$ cat config.mk
export PLATFORM = sky130hd
export DESIGN_NAME = pipe_exe
export DESIGN_NICKNAME = d
export VERILOG_FILES = /design/src/rtl/pipe_exe_pkg.sv /design/src/rtl/pipe_div.sv /design/src/rtl/pipe_exe.sv
export SDC_FILE = /design/constraint.sdc
export NUM_CORES = 2
export LEC_CHECK = 0
export ABC_AREA = 1
export CAP_MARGIN = 25
export CORE_UTILIZATION = 30
export CTS_BUF_LIST = sky130_fd_sc_hd__clkbuf_8
export CTS_CLUSTER_DIAMETER = 100
export DETAILED_ROUTE_END_ITERATION = 10
export GPL_TIMING_DRIVEN = 0
export PLACE_DENSITY_LB_ADDON = 0.12
export SYNTH_ARGS = -nofsm -noshare
export SYNTH_HDL_FRONTEND = slang
export SYNTH_SLANG_ARGS = --single-unit
$ cat constraint.sdc
create_clock -name clk -period 5.08 [get_ports clk]
set_clock_uncertainty 0.2 [all_clocks]
set_input_delay 1.016 -clock clk [delete_from_list [all_inputs] [get_ports clk]]
set_output_delay 1.016 -clock clk [all_outputs]
set_load 0.02 [all_outputs]
$ cat src/rtl/pipe_exe_pkg.sv
// Shared definitions for the execute stage: ALU opcodes, writeback sources,
// divider FSM states and the ID/EXE latch layout.
package pipe_exe_pkg;

    localparam int DIV_CYCLES = 32;

    typedef enum logic [3:0] {
        ALU_ADDU = 4'b0000,
        ALU_SUBU = 4'b0001,
        ALU_ADD  = 4'b0010,
        ALU_SUB  = 4'b0011,
        ALU_AND  = 4'b0100,
        ALU_OR   = 4'b0101,
        ALU_XOR  = 4'b0110,
        ALU_NOR  = 4'b0111,
        ALU_LUI  = 4'b1000,
        ALU_SLT  = 4'b1010,
        ALU_SLTU = 4'b1011,
        ALU_SRA  = 4'b1100,
        ALU_SLL  = 4'b1110,
        ALU_SRL  = 4'b1111
    } aluc_e;

    typedef enum logic [2:0] {
        RF_ALU = 3'd0,
        RF_DM  = 3'd1,
        RF_HI  = 3'd2,
        RF_LO  = 3'd3,
        RF_PC  = 3'd4
    } rfsrc_e;

    typedef enum logic [1:0] {
        DIV_IDLE = 2'd0,
        DIV_BUSY = 2'd1,
        DIV_DONE = 2'd2
    } div_state_e;

    typedef struct packed {
        logic        w_rf;
        logic        w_dm;
        logic        w_hi;
        logic        w_lo;
        logic        div;
        logic        sign;
        logic        is_goto;
        aluc_e       aluc;
        logic        asrc;
        logic        bsrc;
        rfsrc_e      rfsrc;
        logic [31:0] rs;
        logic [31:0] rt;
        logic [31:0] imm;
        logic [31:0] pc4;
        logic [4:0]  rn;
    } idex_t;

endpackage

$ cat src/rtl/pipe_div.sv
// Multi-cycle restoring divider on operand magnitudes with sign fix-up,
// divide-by-zero handling and a one-cycle DONE result strobe.
module pipe_div #(
    parameter int DIV_CYCLES = pipe_exe_pkg::DIV_CYCLES
) (
    input  logic        clk,
    input  logic        rst,
    input  logic        start,
    input  logic        sign,
    input  logic [31:0] a,
    input  logic [31:0] b,
    output logic        busy,
    output logic        done,
    output logic [31:0] q,
    output logic [31:0] r
);
    import pipe_exe_pkg::*;

    localparam int CW = $clog2(DIV_CYCLES + 1);

    div_state_e    state_q, state_d;
    logic [CW-1:0] cnt_q;
    logic [31:0]   rem_q, quo_q, dvs_q, dvd_q, q_q, r_q;
    logic          qneg_q, rneg_q, dz_q;
    logic          last_step;
    logic [32:0]   trial;
    logic [31:0]   rem_nx, quo_nx;

    function automatic logic [31:0] magnitude(input logic [31:0] v, input logic sgn);
        return (sgn && v[31]) ? (32'd0 - v) : v;
    endfunction

    assign last_step = (cnt_q == CW'(DIV_CYCLES - 1));

    always_ff @(posedge clk) begin
        if (rst) state_q <= DIV_IDLE;
        else     state_q <= state_d;
    end

    always_comb begin
        state_d = state_q;
        case (state_q)
            DIV_IDLE: if (start) state_d = DIV_BUSY;
            DIV_BUSY: if (last_step) state_d = DIV_DONE;
            DIV_DONE: state_d = DIV_IDLE;
            default:  state_d = DIV_IDLE;
        endcase
    end

    always_comb begin
        busy = ((state_q == DIV_IDLE) && start) || (state_q == DIV_BUSY);
        done = (state_q == DIV_DONE);
    end

    // One restoring step: shift the next dividend bit into the partial remainder.
    always_comb begin
        trial = {rem_q, quo_q[31]} - {1'b0, dvs_q};
        if (!trial[32]) begin
            rem_nx = trial[31:0];
            quo_nx = {quo_q[30:0], 1'b1};
        end else begin
            rem_nx = {rem_q[30:0], quo_q[31]};
            quo_nx = {quo_q[30:0], 1'b0};
        end
    end

    always_ff @(posedge clk) begin
        if (rst) begin
            cnt_q  <= '0;
            rem_q  <= '0;
            quo_q  <= '0;
            dvs_q  <= '0;
            dvd_q  <= '0;
            q_q    <= '0;
            r_q    <= '0;
            qneg_q <= 1'b0;
            rneg_q <= 1'b0;
            dz_q   <= 1'b0;
        end else begin
            case (state_q)
                DIV_IDLE: begin
                    if (start) begin
                        cnt_q  <= '0;
                        rem_q  <= '0;
                        quo_q  <= magnitude(a, sign);
                        dvs_q  <= magnitude(b, sign);
                        dvd_q  <= a;
                        dz_q   <= (b == 32'd0);
                        qneg_q <= sign && (a[31] ^ b[31]);
                        rneg_q <= sign && a[31];
                    end
                end
                DIV_BUSY: begin
                    rem_q <= rem_nx;
                    quo_q <= quo_nx;
                    cnt_q <= cnt_q + CW'(1);
                    if (last_step) begin
                        q_q <= dz_q ? 32'hFFFF_FFFF : (qneg_q ? 32'd0 - quo_nx : quo_nx);
                        r_q <= dz_q ? dvd_q : (rneg_q ? 32'd0 - rem_nx : rem_nx);
                    end
                end
                default: ;
            endcase
        end
    end

    assign q = q_q;
    assign r = r_q;

endmodule

$ cat src/rtl/pipe_exe.sv
// Execute stage: ID/EXE latch with bubble insertion, zero-latency ALU and link
// path, and a stalling multi-cycle divider feeding HI/LO.
module pipe_exe #(
    parameter int DIV_CYCLES = pipe_exe_pkg::DIV_CYCLES
) (
    input  logic        clk,
    input  logic        rst,
    input  logic        Dstall,
    input  logic        Dw_rf,
    input  logic        Dw_dm,
    input  logic        Dw_hi,
    input  logic        Dw_lo,
    input  logic        Ddiv,
    input  logic        Dsign,
    input  logic        DisGoto,
    input  logic [3:0]  Daluc,
    input  logic        Dasource,
    input  logic        Dbsource,
    input  logic [2:0]  Drfsource,
    input  logic [31:0] DRs,
    input  logic [31:0] DRt,
    input  logic [31:0] Dimm,
    input  logic [31:0] Dpc4,
    input  logic [4:0]  Drn,
    output logic [31:0] Ealu,
    output logic [4:0]  Ern,
    output logic        Ew_rf,
    output logic        Ew_dm,
    output logic        EisGoto,
    output logic [2:0]  Erfsource,
    output logic [31:0] Ehi,
    output logic [31:0] Elo,
    output logic        Ew_hi,
    output logic        Ew_lo,
    output logic [31:0] ERt,
    output logic        div_busy
);
    import pipe_exe_pkg::*;

    idex_t              ex_q, ex_d;
    logic signed [31:0] opa, opb, sum, dif;
    logic [31:0]        alu_y;
    logic               ovf;
    logic               div_done;
    logic               div_hold;

    function automatic logic add_ovf(input logic sa, input logic sb, input logic sr);
        return (sa == sb) && (sr != sa);
    endfunction

    // A bubble also drops the link flag, since a link implies a register write.
    always_comb begin
        ex_d = ex_q;
        if (!div_busy) begin
            ex_d.w_rf    = Dw_rf && !Dstall;
            ex_d.w_dm    = Dw_dm && !Dstall;
            ex_d.w_hi    = Dw_hi && !Dstall;
            ex_d.w_lo    = Dw_lo && !Dstall;
            ex_d.div     = Ddiv && !Dstall;
            ex_d.is_goto = DisGoto && !Dstall;
            ex_d.sign    = Dsign;
            ex_d.aluc    = aluc_e'(Daluc);
            ex_d.asrc    = Dasource;
            ex_d.bsrc    = Dbsource;
            ex_d.rfsrc   = rfsrc_e'(Drfsource);
            ex_d.rs      = DRs;
            ex_d.rt      = DRt;
            ex_d.imm     = Dimm;
            ex_d.pc4     = Dpc4;
            ex_d.rn      = Drn;
        end
    end

    always_ff @(posedge clk) begin
        if (rst) ex_q <= '0;
        else     ex_q <= ex_d;
    end

    // EXE: combinational ALU on the latched operands
    always_comb begin
        opa   = ex_q.asrc ? $signed({27'b0, ex_q.imm[10:6]}) : $signed(ex_q.rs);
        opb   = ex_q.bsrc ? $signed(ex_q.imm) : $signed(ex_q.rt);
        sum   = opa + opb;
        dif   = opa - opb;
        ovf   = 1'b0;
        alu_y = 32'd0;
        case (ex_q.aluc)
            ALU_ADDU: alu_y = sum;
            ALU_ADD: begin
                alu_y = sum;
                ovf   = add_ovf(opa[31], opb[31], sum[31]);
            end
            ALU_SUBU: alu_y = dif;
            ALU_SUB: begin
                alu_y = dif;
                ovf   = add_ovf(opa[31], ~opb[31], dif[31]);
            end
            ALU_AND:  alu_y = opa & opb;
            ALU_OR:   alu_y = opa | opb;
            ALU_XOR:  alu_y = opa ^ opb;
            ALU_NOR:  alu_y = ~(opa | opb);
            ALU_LUI:  alu_y = {opb[15:0], 16'h0000};
            ALU_SLT:  alu_y = {31'b0, opa < opb};
            ALU_SLTU: alu_y = {31'b0, $unsigned(opa) < $unsigned(opb)};
            ALU_SRA:  alu_y = opb >>> opa[4:0];
            ALU_SLL:  alu_y = opb << opa[4:0];
            ALU_SRL:  alu_y = $unsigned(opb) >> opa[4:0];
            default:  alu_y = 32'd0;
        endcase
    end

    pipe_div #(
        .DIV_CYCLES(DIV_CYCLES)
    ) u_div (
        .clk  (clk),
        .rst  (rst),
        .start(ex_q.div),
        .sign (ex_q.sign),
        .a    (opa),
        .b    (opb),
        .busy (div_busy),
        .done (div_done),
        .q    (Elo),
        .r    (Ehi)
    );

    assign div_hold = ex_q.div && !div_done;

    always_comb begin
        Ealu      = ex_q.is_goto ? ex_q.pc4 + 32'd4 : alu_y;
        Ern       = ex_q.is_goto ? 5'd31 : ex_q.rn;
        Ew_rf     = ex_q.is_goto || (ex_q.w_rf && !ovf && !div_hold);
        Ew_dm     = ex_q.w_dm && !div_hold;
        Ew_hi     = ex_q.div ? div_done : ex_q.w_hi;
        Ew_lo     = ex_q.div ? div_done : ex_q.w_lo;
        EisGoto   = ex_q.is_goto;
        Erfsource = ex_q.rfsrc;
        ERt       = ex_q.rt;
    end

endmodule

==> reports/results.ini <==
[setup_path]
crit_chain = inv_6 > buf_12 > or2_2 > o21ai_4 > inv_1 > nand2_1 > nor2_2 > inv_1 > nand2_1 > a211oi_1 > o221ai_1 > nor3_4 > o21ai_2 > buf_6
slowest_delay_ns = 0.69
critPathMaxFanout = 10
r2r-start = u_div.quo_q[31]
worstSetupPathType = reg2out
worstSetupEndpointType = output pin
cp-startpoint = ex_q[136]
cp.required_ns = 3.86
start_kind = flip-flop
worstPathArrival_ns = 4.59
cpMaxStageDelayCell = a211oi_1

[power_and_ir_drop]
p_switching_mw = 21.1
leakagePower_nw = 17.8
power_frac_comb = 0.801
p_int_mw = 13.6
swShare = 0.608
pwr_density_cell_nw_per_um2 = 882
pwr-share-clk = 0.087
seqPwrFrac = 0.112
ir_worst_vdd_uv = 495

[synth]
synthAdderAreaFrac = 0.0604
synth_area_leaders = dfxtp_1 24%, nand2_1 19%, a21oi_1 8.6%, inv_1 7.3%, o21ai_0 6.7%
ys.flop_type = dfxtp_1
synth_top_cell_by_area = dfxtp_1
ys_seq_area_frac = 0.243
synth_edf_count = 0
synthMostInstantiatedCell = nand2_1
syn-cell-area_sq_um = 28900
synthDistinctLibCells = 66
synthSimpleGateAreaFrac = 0.311
ys_top_cells_by_count = 1463 x nand2_1, 562 x inv_1, 496 x a21oi_1
synth_mux_area_frac = 0.00311
syn_inst = 4833
avgSynthCellArea_sq_um = 5.99
yosysWarnings = 0
synth_top_family_by_area = simple AND/OR/NAND/NOR gates
synth_top_cell_area_share = 0.243
synth_compound_area_frac = 0.242
async_flop_share = 0
synth_xor_area_frac = 0.0227
synth.net_count = 5123
ys_seq_elements = 352

[sta]
period_minus_slack_ns = 5.80
slew_violations = 0
max_slew_margin = 0.178
worst_slew_pin_slew_ns = 1.23
finalCritPeriodShare = 1.14
finalSetupViolations = 31
fin_setup_tns_ns = -13.63
whs_ns = 0.260
rsz0062_at_grt = yes
fmax_ghz = 0.172
worst_slack_ns = -0.722
finalHoldViolations = 0

[drt]
vias = 36264
drt.antenna.violating_nets = 0
drc = 0
wl_per_cell_um = 27.6
vias_per_cell = 5.43
drtIter0Drc = 3489
wirelength_um = 184000
firstDrtPassIters = 6

[floorplan]
initial_utilization = 0.304
num_io_pins = 294
die_w_um = 313
die_h_um = 313
die-area_sq_um = 97700
rows = 113
core_region_area_sq_um = 95300

[grt]
use_met1 = 0.439
busiest_layer = met2
met2_usage = 0.586
grt_pass1_wl_um = 256000
track_usage = 0.365
grt_overflow = 0
antenna_found_initial = 11
first_global_vias = 34741
met3_usage = 0.0688
grt_max_degree = 14

[cts]
cts_max_level = 3
clk_pin_slew_ns = 0.06
cts-root-buf = clkbuf_8
cts_tree = yes
clk_latency_ns = 0.76
cts_max_path_buffers = 3
cts_hold_buf = 0
clock-sinks = 352
cts-buffers-inserted = 70

[worst_hold_path]
min_path_type = reg2reg
min_from = ex_q[3]

[placed_design]
dp_hpwl_um = 149000
io_buffer_count = 292
placed_cells = 6411
post-place-ws_ns = -3.22
gp_congestion = 1.08
postPlaceCellArea_sq_um = 33700

[job]
max-cap-violations = 0

[cells_and_area]
area_growth_pct = 36.1
drive_above_1_share = 0.172
stdcell_area_sq_um = 39400
nets = 5655
final_cells = 6681
n_fill_cell = 10510

[outcome]
violations = setup timing
outcome = finished, violations left

power by group through the flow:
stage	Combinational, mW	Clock [mW]	Sequential (mW)
5_1_grt	29.6	3.21	3.95
6_report	27.8	3.04	3.89
4_1_cts	26.3	3.10	3.87
2_1_floorplan	15.5	0	3.69
3_3_place_gp	24.1	0	3.89
3_5_place_dp	24.0	0	3.90
flip-flops by register name (all words and copies together), names as in the netlist:
signal / count
u_div.cnt_q: 6
u_div.state_q: 2
ERt: 32
u_div.rem_q: 32
u_div.dvs_q: 32
u_div.dz_q: 1
EisGoto: 1
Erfsource: 3
u_div.r: 32
u_div.quo_q: 32
u_div.rneg_q: 1
u_div.qneg_q: 1
u_div.dvd_q: 32
ex_q: 113
u_div.q: 32
kinds of logic after synthesis:
logic type | count (synthesis)
xor gates and xnor gates | 75
adders and majority gates | 138
muxes | 9
DFF | 352
and+or+nand+nor | 2192
buffers and inverters | 849
AOI/OAI and AO/OA | 1218
path summary, 6_finish.rpt:
kind / to / slack (ns) / cells after the start
worst max-delay path: Ealu[16] / -0.72 / 14
worst min-delay path: ex_q[3] / 0.26 / 2
worst max register to register: u_div.q[30] / 0.32 / 27
worst min register to register: ex_q[3] / 0.26 / 2
metrics by stage:
step | total power, mW | util
5_1_grt | 36.7 | 0.413
4_1_cts | 33.3 | 0.402
2_1_floorplan | 19.2 | -
3_3_place_gp | 28.0 | 0.351
6_report | 34.8 | 0.413
3_5_place_dp | 27.9 | 0.354
metal layers:
layer	up-vias	part of all wire
met5	-	0.00056
met4	6	0.083
met3	450	0.074
met2	1634	0.45
met1	17216	0.40
li1	16958	-
layout make-up:
type | instances | area (sq um) | share of cell area
Timing Repair Buffer | 477 | 4550 | 0.115
Tap cell | 1265 | 1580 | 0.0402
Multi-Input combinational cell | 3632 | 21000 | 0.533
Buffer | 251 | 1480 | 0.0376
Clock buffer | 86 | 1180 | 0.0301
Antenna cell | 2 | 5.00 | 0.000127
Clock inverter | 35 | 239 | 0.00607
Inverter | 581 | 2290 | 0.0582
Sequential cell | 352 | 7050 | 0.179
placed cells by master, fill, tap and decap left out, types with 15 or more instances in the layout:
cell type	instances
nand2_1	1350
inv_1	541
a21oi_1	445
dfxtp_1	349
nor2_1	333
o21ai_0	290
clkdlybuf4s50_1	259
buf_4	199
nand3_1	162
clkbuf_1	149
ha_1	101
clkbuf_8	88
nand2_2	85
o221ai_1	65
o21ai_2	61
o21ai_1	59
nand2_4	58
xor2_1	56
buf_6	45
nor3_1	41
a21oi_2	41
nand4_1	37
nor2_2	31
o211ai_1	31
ha_4	30
o22ai_1	23
o21ai_4	22
a221oi_1	22
nand3_2	21
inv_2	20
buf_8	19
clkinvlp_4	18
buf_1	17
o2111ai_1	17
a21oi_4	15
a31oi_1	15
timing repair:
item,4_1_cts,5_1_grt
endpoints found under the setup margin,34,35
pin swaps,118,102
resized for setup,885,184
gates cloned,2,1
setup buffers,113,47
critical path: cells and delay by family (launching register included):
| family | cells | cell delay, ns |
|---|---|---|
| AO/OA/AOI/OAI | 4 | 1.38 |
| buffers and inverters | 5 | 0.98 |
| flip-flops | 1 | 0.40 |
| AND/OR/NAND/NOR | 5 | 1.06 |
Power figures use the tool's default switching activity.
